### config.mk
export PLATFORM = sky130hd
export DESIGN_NAME = audio_dac_i2s_tx_flat
export DESIGN_NICKNAME = d
export VERILOG_FILES = /design/src/rtl/audio_dac_i2s_tx_if.sv /design/src/rtl/audio_dac_i2s_tx.sv /design/src/flat_wrapper.sv
export SDC_FILE = /design/constraint.sdc
export NUM_CORES = 1
export LEC_CHECK = 0
export BUFFER_PORTS_ARGS = -buffer_cell sky130_fd_sc_hd__buf_2
export CORE_MARGIN = 1
export CORE_UTILIZATION = 51
export CTS_CLUSTER_DIAMETER = 60
export DETAILED_ROUTE_END_ITERATION = 7
export GPL_TIMING_DRIVEN = 0
export PLACE_DENSITY_LB_ADDON = 0.3
export SYNTH_ARGS = -nofsm -noshare
export SYNTH_HDL_FRONTEND = slang
export SYNTH_SLANG_ARGS = --single-unit
### constraint.sdc
create_clock -name clk_clk -period 2 [get_ports clk_clk]
set_input_delay 0.6 -clock clk_clk [delete_from_list [all_inputs] [get_ports clk_clk]]
set_output_delay 0.6 -clock clk_clk [all_outputs]
set_load 0.01 [all_outputs]
### src/rtl/audio_dac_i2s_tx_if.sv
// Producer-side sample handshake for the I2S DAC transmitter: one stereo pair per valid/ready transfer.
interface audio_dac_i2s_tx_if #(
   parameter int DATA_WIDTH = 16
);
   logic [DATA_WIDTH-1:0] sample_left;
   logic [DATA_WIDTH-1:0] sample_right;
   logic                  sample_valid;
   logic                  sample_ready;

   modport master (output sample_left, output sample_right, output sample_valid, input sample_ready);
   modport slave  (input sample_left, input sample_right, input sample_valid, output sample_ready);
endinterface

### src/rtl/audio_dac_i2s_tx.sv
// I2S / left-justified DAC serialiser slaved to codec BCLK/DACLRCK, fed from a one-pair holding buffer.
//
// state    | meaning
// ST_WAIT  | no BCLK fall seen since reset; next fall only records LRCK
// ST_SYNC  | LRCK history valid; first LRCK change locks and starts a channel
// ST_RUN   | locked; every LRCK change starts a channel, other falls shift bits
module audio_dac_i2s_tx #(
   parameter int DATA_WIDTH = 16,
   parameter int I2S_MODE   = 1,
   parameter int CNT_WIDTH  = 16
) (
   input  logic                 clk_clk,
   input  logic                 reset_reset_n,
   input  logic                 audio_interface_BCLK,
   input  logic                 audio_interface_DACLRCK,
   output logic                 audio_interface_DACDAT,
   audio_dac_i2s_tx_if.slave    smp,
   input  logic                 enable,
   output logic                 frame_start,
   output logic                 underrun,
   output logic [CNT_WIDTH-1:0] underrun_count
);
   localparam int BW = $clog2(DATA_WIDTH + 1);

   typedef enum logic [1:0] {ST_WAIT, ST_SYNC, ST_RUN} state_t;

   state_t                state_q;
   logic [2:0]            bclk_s_q;
   logic [1:0]            lrck_s_q;
   logic                  prev_lrck_q;
   logic [DATA_WIDTH-1:0] hold_l_q, hold_r_q, rpend_q, shreg_q;
   logic [BW-1:0]         bitcnt_q;
   logic                  full_q, full_d, ready_q;
   logic                  dacdat_q, frame_start_q, underrun_q;
   logic [CNT_WIDTH-1:0]  cnt_q;

   logic                  bclk_fall, lrck_s, chan_start, left_start, accept, consume;
   logic [DATA_WIDTH-1:0] word_w;

   assign bclk_fall  = ~bclk_s_q[1] & bclk_s_q[2];
   assign lrck_s     = lrck_s_q[1];
   assign chan_start = bclk_fall && (state_q != ST_WAIT) && (lrck_s != prev_lrck_q);
   assign left_start = chan_start && !lrck_s;
   assign accept     = smp.sample_valid && ready_q;
   assign consume    = left_start && full_q && enable;

   // A left start with nothing buffered sends silence; a same-cycle transfer only fills the next frame.
   always_comb begin
      word_w = '0;
      if (left_start) begin
         if (consume) word_w = hold_l_q;
      end else if (enable) begin
         word_w = rpend_q;
      end
   end

   always_comb begin
      full_d = full_q;
      if (consume) full_d = 1'b0;
      if (accept)  full_d = 1'b1;
      if (!enable) full_d = 1'b0;
   end

   always_ff @(posedge clk_clk or negedge reset_reset_n) begin
      if (!reset_reset_n) begin
         state_q       <= ST_WAIT;
         bclk_s_q      <= '0;
         lrck_s_q      <= '0;
         prev_lrck_q   <= 1'b0;
         hold_l_q      <= '0;
         hold_r_q      <= '0;
         rpend_q       <= '0;
         shreg_q       <= '0;
         bitcnt_q      <= '0;
         full_q        <= 1'b0;
         ready_q       <= 1'b0;
         dacdat_q      <= 1'b0;
         frame_start_q <= 1'b0;
         underrun_q    <= 1'b0;
         cnt_q         <= '0;
      end else begin
         bclk_s_q      <= {bclk_s_q[1:0], audio_interface_BCLK};
         lrck_s_q      <= {lrck_s_q[0], audio_interface_DACLRCK};
         full_q        <= full_d;
         ready_q       <= ~full_d & enable;
         frame_start_q <= 1'b0;
         underrun_q    <= 1'b0;
         if (accept) begin
            hold_l_q <= smp.sample_left;
            hold_r_q <= smp.sample_right;
         end
         if (bclk_fall) begin
            prev_lrck_q <= lrck_s;
            if (state_q == ST_WAIT) state_q <= ST_SYNC;
            else if (chan_start)    state_q <= ST_RUN;
            if (chan_start) begin
               if (I2S_MODE != 0) begin
                  shreg_q  <= word_w;
                  bitcnt_q <= BW'(DATA_WIDTH);
                  dacdat_q <= 1'b0;
               end else begin
                  shreg_q  <= word_w << 1;
                  bitcnt_q <= BW'(DATA_WIDTH - 1);
                  dacdat_q <= word_w[DATA_WIDTH-1];
               end
               if (left_start) begin
                  frame_start_q <= 1'b1;
                  rpend_q       <= consume ? hold_r_q : '0;
                  if (enable && !full_q) begin
                     underrun_q <= 1'b1;
                     if (cnt_q != '1) cnt_q <= cnt_q + CNT_WIDTH'(1);
                  end
               end
            end else if (state_q == ST_RUN && bitcnt_q != '0) begin
               dacdat_q <= shreg_q[DATA_WIDTH-1];
               shreg_q  <= shreg_q << 1;
               bitcnt_q <= bitcnt_q - BW'(1);
            end else begin
               dacdat_q <= 1'b0;
            end
         end
      end
   end

   assign audio_interface_DACDAT = dacdat_q;
   assign smp.sample_ready       = ready_q;
   assign frame_start            = frame_start_q;
   assign underrun               = underrun_q;
   assign underrun_count         = cnt_q;
endmodule
### src/flat_wrapper.sv
// flat-port wrapper written by rule: the top's interface ports become plain ports
module audio_dac_i2s_tx_flat 
#(
   parameter int DATA_WIDTH = 16,
   parameter int I2S_MODE   = 1,
   parameter int CNT_WIDTH  = 16
)
  (clk_clk, reset_reset_n, audio_interface_BCLK, audio_interface_DACLRCK, audio_interface_DACDAT, enable, frame_start, underrun, underrun_count, smp_sample_left, smp_sample_right, smp_sample_valid, smp_sample_ready);
  audio_dac_i2s_tx_if #(.DATA_WIDTH(DATA_WIDTH)) smp_i ();
  input  logic clk_clk;
  input  logic reset_reset_n;
  input  logic audio_interface_BCLK;
  input  logic audio_interface_DACLRCK;
  output logic audio_interface_DACDAT;
  input  logic enable;
  output logic frame_start;
  output logic underrun;
  output logic [CNT_WIDTH-1:0] underrun_count;
  input wire logic [$bits(smp_i.sample_left)-1:0] smp_sample_left;
  input wire logic [$bits(smp_i.sample_right)-1:0] smp_sample_right;
  input wire logic [$bits(smp_i.sample_valid)-1:0] smp_sample_valid;
  output wire logic [$bits(smp_i.sample_ready)-1:0] smp_sample_ready;
  assign smp_i.sample_left = smp_sample_left;
  assign smp_i.sample_right = smp_sample_right;
  assign smp_i.sample_valid = smp_sample_valid;
  assign smp_sample_ready = smp_i.sample_ready;
  audio_dac_i2s_tx #(.DATA_WIDTH(DATA_WIDTH), .I2S_MODE(I2S_MODE), .CNT_WIDTH(CNT_WIDTH)) u_core (.clk_clk(clk_clk), .reset_reset_n(reset_reset_n), .audio_interface_BCLK(audio_interface_BCLK), .audio_interface_DACLRCK(audio_interface_DACLRCK), .audio_interface_DACDAT(audio_interface_DACDAT), .smp(smp_i), .enable(enable), .frame_start(frame_start), .underrun(underrun), .underrun_count(underrun_count));
endmodule
== Yosys cells after proc, flatten, opt, wreduce, memory -nomap -nowiden ==
Cells that the tools add are included.

* Register bits: 98
* Output and inout port bits: 20
* Logic and storage cells: 65

* $add $sub $neg: 2
* Eq/ne operators: 3
* Mux-type cells: 22
* Bitwise operators: 4
* Reduce and logical (&&, ||, !) cells: 19

{| class="wikitable"
|+ Operator list
! operator !! number
|-
| 16-bit 2-to-1 mux || 6
|-
| 16-bit by 1-bit adder with 16-bit output (second input constant) || 1
|-
| 16-bit inequality test (second input constant) || 1
|-
| 1-bit 2-to-1 mux || 12
|-
| 5-bit 2-to-1 mux || 2
|-
| 1-bit logical AND || 8
|-
| 2-bit nonzero test || 3
|-
| 5-bit AND reduction || 1
|-
| 5-bit nonzero test || 1
|-
| 5-bit by 1-bit subtractor with 5-bit output (second input constant) || 1
|-
| 2-bit 2-to-1 mux || 2
|-
| 2-bit AND reduction || 2
|-
| 3-bit AND reduction || 1
|-
| 1-bit AND || 2
|-
| 2-bit equality test (second input constant) || 1
|-
| 1-bit logical NOT || 2
|-
| 2-bit logical NOT || 1
|-
| 1-bit inverter || 2
|-
| 1-bit inequality test || 1
|}

== Longest topological paths before layout ==
Gate-level depths: netlist of run 1.

* Depth in word-level cells: 12
* Gate-level depth with buffers: 9
* Gate-level depth less buffers: 7

== Worst setup path before layout of run 1 ==
OpenSTA, ideal clock, no wires.

* Kind: register to register
* From: register u_core.bitcnt_q[0]
* To: register u_core.shreg_q[10]
* Library setup time: 132 ps
* Arrival: 1798 ps
* Required time: 1868 ps
* Setup slack: 70 ps
* Stages on the path, launching flop included: 10
* Buffers on the path: 2
* Period minus slack after synthesis: 1930 ps
* Path through: dfrtp_1 inv_1 ha_1 inv_1 o41a_1 nor2b_1 buf_2 buf_2 a22oi_1 o21ai_1

* Longest elaborated chain between the ends: 4

{| class="wikitable"
|+ RTL lines
! item !! line !! source
|-
| from (decl) || audio_dac_i2s_tx.sv:32 || <nowiki>logic [BW-1:0] bitcnt_q;</nowiki>
|-
| from (signal assigned) || audio_dac_i2s_tx.sv:99 || <nowiki>bitcnt_q <= BW'(DATA_WIDTH);</nowiki>
|-
| from (signal assigned) || audio_dac_i2s_tx.sv:103 || <nowiki>bitcnt_q <= BW'(DATA_WIDTH - 1);</nowiki>
|-
| from (signal assigned) || audio_dac_i2s_tx.sv:117 || <nowiki>bitcnt_q <= bitcnt_q - BW'(1);</nowiki>
|-
| 5-bit nonzero test || audio_dac_i2s_tx.sv:114 || <nowiki>end else if (state_q == ST_RUN && bitcnt_q != '0) begin</nowiki>
|-
| 1-bit logical AND || audio_dac_i2s_tx.sv:114 ||
|-
| 2-bit nonzero test (no source line) || -- ||
|-
| 2-bit AND reduction (no source line) || -- ||
|-
| to (signal assigned) || audio_dac_i2s_tx.sv:98 || <nowiki>shreg_q <= word_w;</nowiki>
|-
| to (signal assigned) || audio_dac_i2s_tx.sv:102 || <nowiki>shreg_q <= word_w << 1;</nowiki>
|-
| to (signal assigned) || audio_dac_i2s_tx.sv:116 || <nowiki>shreg_q <= shreg_q << 1;</nowiki>
|-
| to (decl) || audio_dac_i2s_tx.sv:31 || <nowiki>logic [DATA_WIDTH-1:0] hold_l_q, hold_r_q, rpend_q, shreg_q;</nowiki>
|}

No other way between the ends.
A chain may end at the register's enable or synchronous reset.

== Final worst setup path of run 1 ==
* From: register u_core.bclk_s_q[1]
* To: register u_core.cnt_q[3] (netlist: u_core.underrun_count[3])

* Longest elaborated chain between the ends: 6

{| class="wikitable"
|+ RTL lines
! item !! line !! source
|-
| from (decl) || audio_dac_i2s_tx.sv:28 || <nowiki>logic [2:0] bclk_s_q;</nowiki>
|-
| from (signal assigned) || audio_dac_i2s_tx.sv:82 || <nowiki>bclk_s_q <= {bclk_s_q[1:0], audio_interface_BCLK};</nowiki>
|-
| 1-bit inverter (*) || audio_dac_i2s_tx.sv:40 || <nowiki>assign bclk_fall = ~bclk_s_q[1] & bclk_s_q[2];</nowiki>
|-
| 1-bit AND (*) || audio_dac_i2s_tx.sv:40 ||
|-
| 1-bit logical AND (2 in a row) || audio_dac_i2s_tx.sv:42 || <nowiki>assign chan_start = bclk_fall && (state_q != ST_WAIT) && (lrck_s != prev_lrck_q);</nowiki>
|-
| 1-bit logical AND || audio_dac_i2s_tx.sv:43 || <nowiki>assign left_start = chan_start && !lrck_s;</nowiki>
|-
| 5-bit AND reduction (no source line) (*) || -- ||
|-
| to (signal assigned) || audio_dac_i2s_tx.sv:111 || <nowiki>if (cnt_q != '1) cnt_q <= cnt_q + CNT_WIDTH'(1);</nowiki>
|-
| to (decl) || audio_dac_i2s_tx.sv:35 || <nowiki>logic [CNT_WIDTH-1:0] cnt_q;</nowiki>
|}

Mark *: on every way between the ends. The rest lies on a longest branch, timed or not.

==> results of run 1 <==
==> report_power, final <==
part / internal [mW] / switching [mW] / leakage [nW]
sequential: 2.30 / 0.214 / 1.25
clock: 0.729 / 0.727 / 0.117
combinational: 0.409 / 0.348 / 0.829
==> final cells by class <==
class	instances	area [sq um]	area share
Sequential cell	98	2452	0.5094
Multi-Input combinational cell	189	1526	0.3170
Timing Repair Buffer	67	399.1	0.08290
Clock buffer	9	123.9	0.02573
Tap cell	99	123.9	0.02573
Clock inverter	7	106.4	0.02209
Buffer	12	57.56	0.01195
Inverter	6	25.02	0.005198
==> path summary, 6_finish.rpt <==
check                                           from                       end  cells after the start
worst min register to register    u_core.bclk_s_q[0]        u_core.bclk_s_q[1]                      0
worst max register to register    u_core.bclk_s_q[1]  u_core.underrun_count[3]                      7
min in group clk_clk            audio_interface_BCLK        u_core.bclk_s_q[0]                      1
worst max-delay path              u_core.bclk_s_q[1]  u_core.underrun_count[3]                      7
max in group asynchronous              reset_reset_n       u_core.hold_r_q[12]                      2
worst min-delay path                   reset_reset_n  u_core.underrun_count[2]                      1
==> flip-flops by register name, indices dropped and copies added, names as in the netlist, 2 cells and up <==
signal and flops:
u_core.hold_l_q 16, u_core.shreg_q 16, u_core.state_q 2, u_core.underrun_count 16
u_core.bclk_s_q 3, u_core.hold_r_q 16, u_core.lrck_s_q 2, u_core.bitcnt_q 5
u_core.rpend_q 16
==> worst reg2reg max path, delay by kind of cell, from the launching register on <==
family | cells | cell delay [ns]
XOR/XNOR | 1 | 0.12
AO/OA/AOI/OAI | 1 | 0.20
AND/OR/NAND/NOR | 3 | 0.87
flip-flops | 1 | 0.42
buffers and inverters | 2 | 0.23
==> timing repair <==
item | in CTS | in global routing
endpoints found under the setup margin | 26 | 37
hold endpoints to repair | 0 | 0
setup buffers | 4 | 5
resized for setup | 7 | 14
pin swaps | 6 | 6
==> routing by layer <==
layer / wire [microns] / up-vias
met4: 173 / 0
li1: - / 1279
met2: 3431 / 56
met1: 3417 / 1317
met5: 0 / -
met3: 260 / 12
==> cell usage in the layout (no fill, tap or decap), types with 9 or more instances in the layout <==
master | netlist | routed
dfrtp_1 | 98 | 98
buf_2 | 4 | 58
mux2_2 | 33 | 33
a22oi_1 | 31 | 31
a22o_1 | 17 | 17
o21ai_1 | 16 | 16
nand2_1 | 12 | 12
nor2_1 | 12 | 11
nand3_1 | 11 | 11
xnor2_1 | 10 | 10
buf_4 | 1 | 10
clkbuf_8 | 0 | 9
==> cell families after synthesis <==
group                    after synthesis  synth area share
flip-flops                            98            0.6108
AO/OA/AOI/OAI                         73            0.1371
AND/OR/NAND/NOR                       62           0.08632
multiplexers                          36            0.1010
buffers and inverters                 21           0.02368
XOR/XNOR                              16           0.03490
adder cells (fa/ha/maj)                2          0.006231
==> key figures, run 1 <==
Cells and area
  – Antenna Cells: 0
  – Final core utilization: 0.6465
  – Non-Filler Instances: slightly below 500
  – Layout cell share with drive strength beyond 1: 0.3557
  – FILL cells: approximately 600
  – Area growth syn-to-layout: 19.91%
  – Final net count: between 400 and 500
  – Design area: slightly below 0.005 sq mm

Placed design
  – Place WS: -0.1693 ns
  – GPL Wtd Cong: between 0.7 and 0.8
  – DP Area: between 0.004 and 0.005 sq mm
  – Port Buffers: between 50 and 60
  – DP Cell Count: between 400 and 500
  – DP HPWL: between 5000 and 6000 microns

Yosys
  – Cells after Synth: slightly above 300
  – Post-synth EDFFs: 0
  – Top cell type's share of synthesized area: 0.6108
  – Warnings, synthesis: 0
  – Mean Syn Cell Area: 13.04 sq um
  – Ys async rst share: 1.000
  – Most used DFF post-synth: dfrtp_1
  – Synth Net Count: between 300 and 400
  – Synth Cell Area: 0.004015 sq mm
  – Post-synth top area cell: dfrtp_1
  – Top cells by count, synth: dfrtp_1, mux2_2, a22oi_1, a22o_1, o21ai_1
  – Post-synthesis sequential area ratio: 0.6108
  – Post-synth cell types: 44
  – Top cells by area in the synthesized netlist: dfrtp_1, mux2_2, a22oi_1
  – Yosys reg bits: a little under 100
  – Most common cell in the synthesized netlist: dfrtp_1

Floorplan
  – I/O pin cnt: 58
  – Initial Utilization: 0.5391
  – Die W: approximately 91 microns
  – DIE AREA: ~0.0082 sq mm
  – Die Y: 90.73 microns
  – Core Region: approximately 0.0074 sq mm
  – FP Rows: 31

Critical path
  – Critical-path maximum fanout: 6
  – Setup CP Type: reg2reg
  – Worst Path Buf+Inv: 2
  – CP Capture Type: register
  – Required time worst endpoint: 2.24 ns
  – Worst Setup Start Kind: register
  – Slowest stage delay, CP: 0.59 ns
  – CP delay by family, top: simple AND/OR/NAND/NOR gates
  – R2R setup slack: approximately 0.044 ns
  – WP data arrival: about 2.2 ns
  – Slowest CP cell: or4b_4
  – Worst path cell trace: nand4bb_1 > or4b_4 > inv_4 > o31a_1 > buf_6 > nand2b_1 > xnor2_1

GRT
  – First-pass GRT wire length: ~13000 microns
  – GRT met3 Usage: 0.04209
  – Vias in the first global route: between 2k and 3k
  – Met2 Use GR: 0.3087
  – Antenna violations before repair: 0
  – GRT Total Usage: 0.1963
  – Layer with the highest usage: met2
  – M1 GR Usage: 0.2659
  – Largest net degree at the start of global routing: between 70 and 80
  – Grt ovf: 0

Power and ir drop
  – Leak: between 2 and 2.5 nW
  – Pwr dens: a little under 1000 mW/mm^2
  – Peak VDD IR: about 630 uV
  – Post-layout total power: about 4.7 mW

Clock network
  – Cts hold-fix bufs: 0
  – TritonCTS Sinks: 98
  – Root buf cell: clkbuf_8
  – # H-tree levels: 3
  – CTS tree: done
  – Clock-pin slew on the worst setup and hold paths: around 0.10 ns
  – CTS Buf Count: 9
  – Deepest clock path buffer count: 2
  – Worst skew pair latency: roughly 0.36 ns

Run
  – Max-Cap Viols: 0

Detailed routing
  – Detailed Routing Iterations Pass 1: 4
  – Initial DRC count: 101
  – DRC: 0
  – Routed WL: approximately 7300 microns
  – Routed WL per cell: 14.95 microns
  – Vias: about 2.7k
  – Via density: around 5.5
  – Post-DRT Antenna Nets: 0

Min path
  – Hold WC Path Type: in2async

STA
  – Final hold violations: 0
  – Worst slew pin tran: a little under 0.6 ns
  – Post-route setup slack: 0.04430 ns
  – Final setup TNS: 0 ns
  – FMAX: just over 500 MHz
  – Setup-failing EPs final: 0
  – Minimum clock period: between 1.5 and 2 ns
  – Slew headroom: 0.6137
  – Unrepaired setup endpoints after global routing: true
  – Worst-case hold slack: 0.1454 ns
  – Max Transition Viols Final: 0
  – Period utilization: 0.9779
  – Setup Skew: 0.01019 ns

Outcome
  – Status: finished clean
(Power assumes the default switching activity.)
==> inputs of run 2 (changes only) <==
Settings changed: CORE_UTILIZATION 51 to 35.
==> run 2 against run 1 <==
Largest power group unchanged. Non-clock buffer count unchanged. Cell count up 8.4%. Sequential share of layout area decreased by 1.0 points. Global-route usage shrank 5.4 points. Worst hold slack improved by 0.13 ns. Highest routed layer unchanged. Largest cell class unchanged.
==> key figures, run 2 (synthesized netlist as in run 1, its figures left out) <==
Detailed routing
  – DRC: 0 (unchanged)
  – Initial DRC count: 137 (+36%)
  – Post-DRT Antenna Nets: 0 (unchanged)
  – Vias: 2647 (-0.64%)
  – Routed WL per cell: 14.68 microns (-1.8%)
  – Detailed Routing Iterations Pass 1: 4 (unchanged)
  – Routed WL: 7752 microns (+6.4%)
  – Via density: 5.013 (-8.4%)

Critical path
  – Critical-path maximum fanout: 6 (unchanged)
  – WP data arrival: 2.20 ns (about the same)
  – Setup CP Type: reg2reg
  – Required time worst endpoint: 2.22 ns (-0.02 ns)
  – R2R setup slack: 0.03 ns (-0.02 ns)
  – Worst Setup Start Kind: register
  – RR Startpoint: u_core.bclk_s_q[1]
  – Cells on worst reg2reg path: 5 (-2)
  – Worst flop-to-flop path endpoint: u_core.underrun_count[14]
  – CP Capture Type: register

Min path
  – Hold WC Path Type: in2async

STA
  – Final hold violations: 0 (unchanged)
  – Minimum clock period: 1.972 ns (+0.01665 ns)
  – Max Transition Viols Final: 0 (unchanged)
  – Slew headroom: 0.5890 (-0.02462)
  – Setup Skew: 0.01087 ns (+0.0006837 ns)
  – Unrepaired setup endpoints after global routing: true
  – FMAX: 507.0 MHz (-0.84%)
  – Period utilization: 0.9862 (+0.008326)
  – Post-route setup slack: 0.02765 ns (-0.01665 ns)
  – Worst slew pin tran: 0.6165 ns (+0.03693 ns)
  – Setup-failing EPs final: 0 (unchanged)

Cells and area
  – FILL cells: 1060 (+78%)
  – Leading cell types in the layout, fill and taps excluded: dfrtp_1, buf_2, mux2_2, a22oi_1, a22o_1
  – Antenna Cells: 0 (unchanged)
  – Layout cell share with drive strength beyond 1: 0.3557 (unchanged)
  – Area growth syn-to-layout: 22.41%
  – Most common cell after layout, fill and taps aside: dfrtp_1
  – Final net count: 423 (unchanged)

Clock network
  – Root buf cell: clkbuf_16
  – CTS tree: done
  – CTS Buf Count: 9 (unchanged)
  – Deepest clock path buffer count: 2 (unchanged)
  – TritonCTS Sinks: 98 (unchanged)
  – Cts hold-fix bufs: 0 (unchanged)
  – Clock-pin slew on the worst setup and hold paths: 0.07 ns (-0.03 ns)
  – # H-tree levels: 3 (unchanged)
  – Worst skew pair latency: 0.34 ns (-0.02 ns)

Floorplan
  – Initial Utilization: 0.3640 (-0.1751)
  – Die W: 109.1 microns (+20%)
  – Core Region: 0.01103 sq mm (+48%)
  – I/O pin cnt: 58 (unchanged)
  – FP Rows: 38 (+23%)
  – Die Y: 109.1 microns (+20%)
  – DIE AREA: 0.01190 sq mm (+45%)

Placed design
  – Place WS: -0.2057 ns (-0.03635 ns)
  – GPL Wtd Cong: 0.7704 (+0.22%)
  – DP HPWL: 5415 microns (+7.4%)
  – Port Buffers: 57 (unchanged)

GRT
  – First-pass GRT wire length: 12810 microns (+1.4%)
  – Antenna violations before repair: 0 (unchanged)
  – Grt ovf: 0 (unchanged)
  – Vias in the first global route: 2568 (-4.9%)
  – GRT Total Usage: 0.1426 (-0.05365)
  – Largest net degree at the start of global routing: 53 (-26%)

Run
  – Max-Cap Viols: 0 (unchanged)

Power and ir drop
  – Peak VDD IR: 522.7 uV (-17%)
  – Post-layout total power: 4.935 mW (+4.5%)
  – Pwr dens: 1004 mW/mm^2 (+2.3%)
  – Leak: 2.234 nW (+1.6%)

Outcome
  – Status: finished clean
==> run 2: how the worst max path moves through the flow <==
| stage | startpoint | endpoint | slack [ns] | depth (start not counted) |
|---|---|---|---|---|
| 2_1_floorplan | u_core.bitcnt_q[0] | u_core.shreg_q[10] | 0.07 | 9 |
| 6_report | u_core.bclk_s_q[1] | u_core.underrun_count[14] | 0.03 | 5 |
| 3_5_place_dp | u_core.bclk_s_q[1] | u_core.shreg_q[14] | -0.21 | 7 |
| 4_1_cts | u_core.bclk_s_q[1] | u_core.underrun_count[14] | -0.02 | 5 |
| 5_1_grt | u_core.lrck_s_q[1] | u_core.underrun_count[14] | -0.03 | 5 |
| 3_3_place_gp | reset_reset_n | u_core.hold_r_q[8] | -0.66 | 1 |
==> run 2: layout make-up <==
| type | instances | area, sq um | share of cell area |
|---|---|---|---|
| well taps | 140 | 175.2 | 0.03564 |
| inverters | 6 | 25.02 | 0.005092 |
| plain buffers | 12 | 55.05 | 0.01120 |
| multi-input cells | 189 | 1519 | 0.3091 |
| repair buffers | 67 | 386.6 | 0.07867 |
| clock inverters | 6 | 62.56 | 0.01273 |
| flip-flops and latches | 98 | 2452 | 0.4990 |
| clock buffers | 10 | 239.0 | 0.04863 |
==> run 2: report_power, final <==
group	internal (mW)	leakage [nW]	total (mW)	switching, mW
registers	2.30	1.25	2.51	0.213
logic	0.383	0.834	0.729	0.346
clock network	0.906	0.148	1.69	0.789
==> run 2: through the flow <==
stage	cells	utilization	hold slack, ns	area [sq um]	TNS, ns
6_report	528	0.4456	0.2705	4915	0
3_5_place_dp	506	0.4085	0.3358	4506	-4.615
3_3_place_gp	505	0.4057	0.3381	4476	-68.23
4_1_cts	527	0.4425	0.2851	4881	-0.02730
2_1_floorplan	308	-	0.3044	4015	0
5_1_grt	528	0.4456	0.3111	4915	-0.04379
==> run 2: worst max-delay path, stage by stage, from the launching register on <==
cell	delay [ns]
dfrtp_1	0.39
nand4bb_1	0.24
or4b_4	0.61
nor3_4	0.16
nand4_1	0.14
mux2_4	0.32
==> run 2: metal layers <==
metal / global-route usage / up-vias / share of wire
met2: 0.2233 / 57 / 0.46
met4: 0.05212 / 0 / 0.014
met5: 0 / - / 0
met1: 0.1893 / 1309 / 0.48
met3: 0.03766 / 7 / 0.040
li1: - / 1274 / -
==> run 2: what timing repair did <==
| action | CTS | global route |
|---|---|---|
| endpoints found under the hold margin | 0 | 0 |
| endpoints found under the setup margin | 28 | 33 |
| buffers inserted | 7 | 2 |
| gates resized for setup | 10 | 6 |
| pin swaps | 7 | 4 |
==> inputs of run 3 (changes only) <==
Settings changed: CORE_MARGIN 1 to 2, SETUP_SLACK_MARGIN set to 0.1.
==> run 3 against run 2 <==
The run now ends with negative setup slack left. Clock-buffer cell count shrank 1. Total power is 3.4% higher. Critical path depth is 1 higher.
==> key figures, run 3 (synthesized netlist as in run 1, its figures left out) <==
Detailed routing
  – Routed WL: 8302 microns (+7.1%)
  – Via density: 5.027 (+0.28%)
  – Vias: 2760 (+4.3%)
  – DRC: 0 (unchanged)
  – Met3 wire length: 268 microns (-14%)
  – Met1 WL: 3844 microns (+3.0%)
  – Post-DRT Antenna Nets: 0 (unchanged)
  – DR WL met2: 4078 microns (+13%)
  – Detailed Routing Iterations Pass 1: 4 (unchanged)
  – Routed WL per cell: 15.12 microns (+3.0%)
  – Highest Signal Layer: met4
  – Initial DRC count: 79 (-42%)

Outcome
  – Failing checks: negative setup slack
  – Status: complete, but fails checks

Placed design
  – Port Buffers: 57 (unchanged)
  – Place WS: -0.2025 ns (+0.003157 ns)
  – GPL Wtd Cong: 0.7781 (+1.0%)
  – DP HPWL: 5468 microns (+0.99%)

Critical path
  – RR Startpoint: u_core.lrck_s_q[1]
  – WP data arrival: 2.25 ns (+0.05 ns)
  – Critical-path maximum fanout: 6 (unchanged)
  – Required time worst endpoint: 2.23 ns (about the same)
  – CP delay by family, top: simple AND/OR/NAND/NOR gates
  – Slowest stage delay, CP: 0.53 ns (-0.08 ns)
  – R2R setup slack: -0.02 ns (-0.05 ns)
  – Slowest CP cell: or4b_4
  – CP Capture Type: register
  – Worst flop-to-flop path endpoint: u_core.underrun_count[1]
  – Worst Setup Start Kind: register
  – Cells on worst reg2reg path: 6 (+1)
  – Worst path cell trace: nand4bb_1 > or4b_4 > buf_8 > clkinv_4 > o31a_1 > mux2_4
  – Setup CP Type: reg2reg
  – CP startpoint: u_core.lrck_s_q[1]
  – Worst Path Buf+Inv: 2 (+2)

Power and ir drop
  – Peak VDD IR: 442.1 uV (-15%)
  – Pwr dens: 972.0 mW/mm^2 (-3.2%)
  – Leak: 2.392 nW (+7.0%)
  – Post-layout total power: 5.103 mW (+3.4%)

Cells and area
  – Antenna Cells: 0 (unchanged)
  – Leading cell types in the layout, fill and taps excluded: dfrtp_1, buf_2, mux2_2, buf_4
  – Most common cell after layout, fill and taps aside: dfrtp_1
  – Final net count: 441 (+4.3%)
  – Area growth syn-to-layout: 30.76%
  – Layout cell share with drive strength beyond 1: 0.4335 (+0.07783)

Floorplan
  – Core Region: 0.01132 sq mm (+2.6%)
  – Die W: 111.1 microns (+1.8%)
  – DIE AREA: 0.01234 sq mm (+3.7%)
  – I/O pin cnt: 58 (unchanged)
  – FP Rows: 39 (+2.6%)
  – Die Y: 111.1 microns (+1.8%)
  – Initial Utilization: 0.3547 (-0.009333)

Clock network
  – TritonCTS Sinks: 98 (unchanged)
  – CTS tree: done
  – Worst skew pair latency: 0.34 ns (about the same)
  – CTS Buf Count: 9 (unchanged)
  – Clock-pin slew on the worst setup and hold paths: 0.08 ns (about the same)
  – Root buf cell: clkbuf_16
  – Deepest clock path buffer count: 2 (unchanged)
  – Cts hold-fix bufs: 0 (unchanged)
  – # H-tree levels: 3 (unchanged)

GRT
  – Grt ovf: 0 (unchanged)
  – GRT Total Usage: 0.1371 (-0.005533)
  – Largest net degree at the start of global routing: 60 (+13%)
  – First-pass GRT wire length: 13640 microns (+6.5%)
  – Vias in the first global route: 2744 (+6.9%)
  – Antenna violations before repair: 0 (unchanged)

STA
  – Period utilization: 1.012 (+0.02590)
  – Slew headroom: 0.4948 (-0.09421)
  – Minimum clock period: 2.024 ns (+0.05180 ns)
  – Post-route setup slack: -0.02416 ns (-0.05180 ns)
  – Unrepaired setup endpoints after global routing: true
  – Worst slew pin tran: 0.7578 ns (+0.1413 ns)
  – Setup Skew: 0.01037 ns (-0.0005079 ns)
  – Setup-failing EPs final: 4 (+4)
  – Final hold violations: 0 (unchanged)
  – Max Transition Viols Final: 0 (unchanged)
  – Worst-case hold slack: 0.3256 ns (+0.05505 ns)
  – FMAX: 494.0 MHz (-2.6%)

Min path
  – Hold WC Path Type: in2async

Run
  – Max-Cap Viols: 0 (unchanged)
-- run 3: per-layer routing --
layer	up-vias	global-route usage
met5	-	0
met4	0	0.04691
li1	1315	-
met3	7	0.03007
met1	1384	0.1831
met2	54	0.2225
-- run 3: how the worst max path moves through the flow --
stage                           endpoint  cells after the start
6_report        u_core.underrun_count[1]                      6
5_1_grt        u_core.underrun_count[14]                      6
3_3_place_gp   u_core.underrun_count[14]                      1
4_1_cts         u_core.underrun_count[6]                      6
3_5_place_dp           u_core.shreg_q[6]                      7
2_1_floorplan  u_core.underrun_count[14]                      6
-- run 3: metrics by stage --
step / area (sq um) / TNS [ns] / utilization / std cells
global placement: 4483 / -69.20 / 0.3960 / 508
CTS: 4928 / -0.3286 / 0.4353 / 534
finish: 5250 / -0.04896 / 0.4637 / 549
detailed placement: 4506 / -4.818 / 0.3980 / 509
global route: 5250 / -0.4590 / 0.4637 / 549
floorplan: 4019 / 0 / - / 308
-- run 3: where the power goes --
part	total, mW	switching, mW	leakage (nW)	internal, mW
Sequential	2.53	0.232	1.25	2.30
Clock	1.66	0.791	0.135	0.864
Combinational	0.916	0.405	1.00	0.511
-- run 3: layout make-up --
| type | count | area, sq um |
|---|---|---|
| Buffer | 14 | 130.1 |
| Clock buffer | 9 | 225.2 |
| Clock inverter | 7 | 57.56 |
| Fill cell | 1026 | 6071 |
| Inverter | 6 | 27.53 |
| Multi-Input combinational cell | 189 | 1632 |
| Sequential cell | 98 | 2452 |
| Tap cell | 143 | 178.9 |
| Timing Repair Buffer | 83 | 546.8 |
-- run 3: repair_timing --
action | in CTS | in global routing
resized for setup | 18 | 50
setup endpoints to repair | 46 | 41
hold endpoints to repair | 0 | 0
pin swaps | 13 | 14
cloned | 0 | 2
setup buffers | 10 | 14
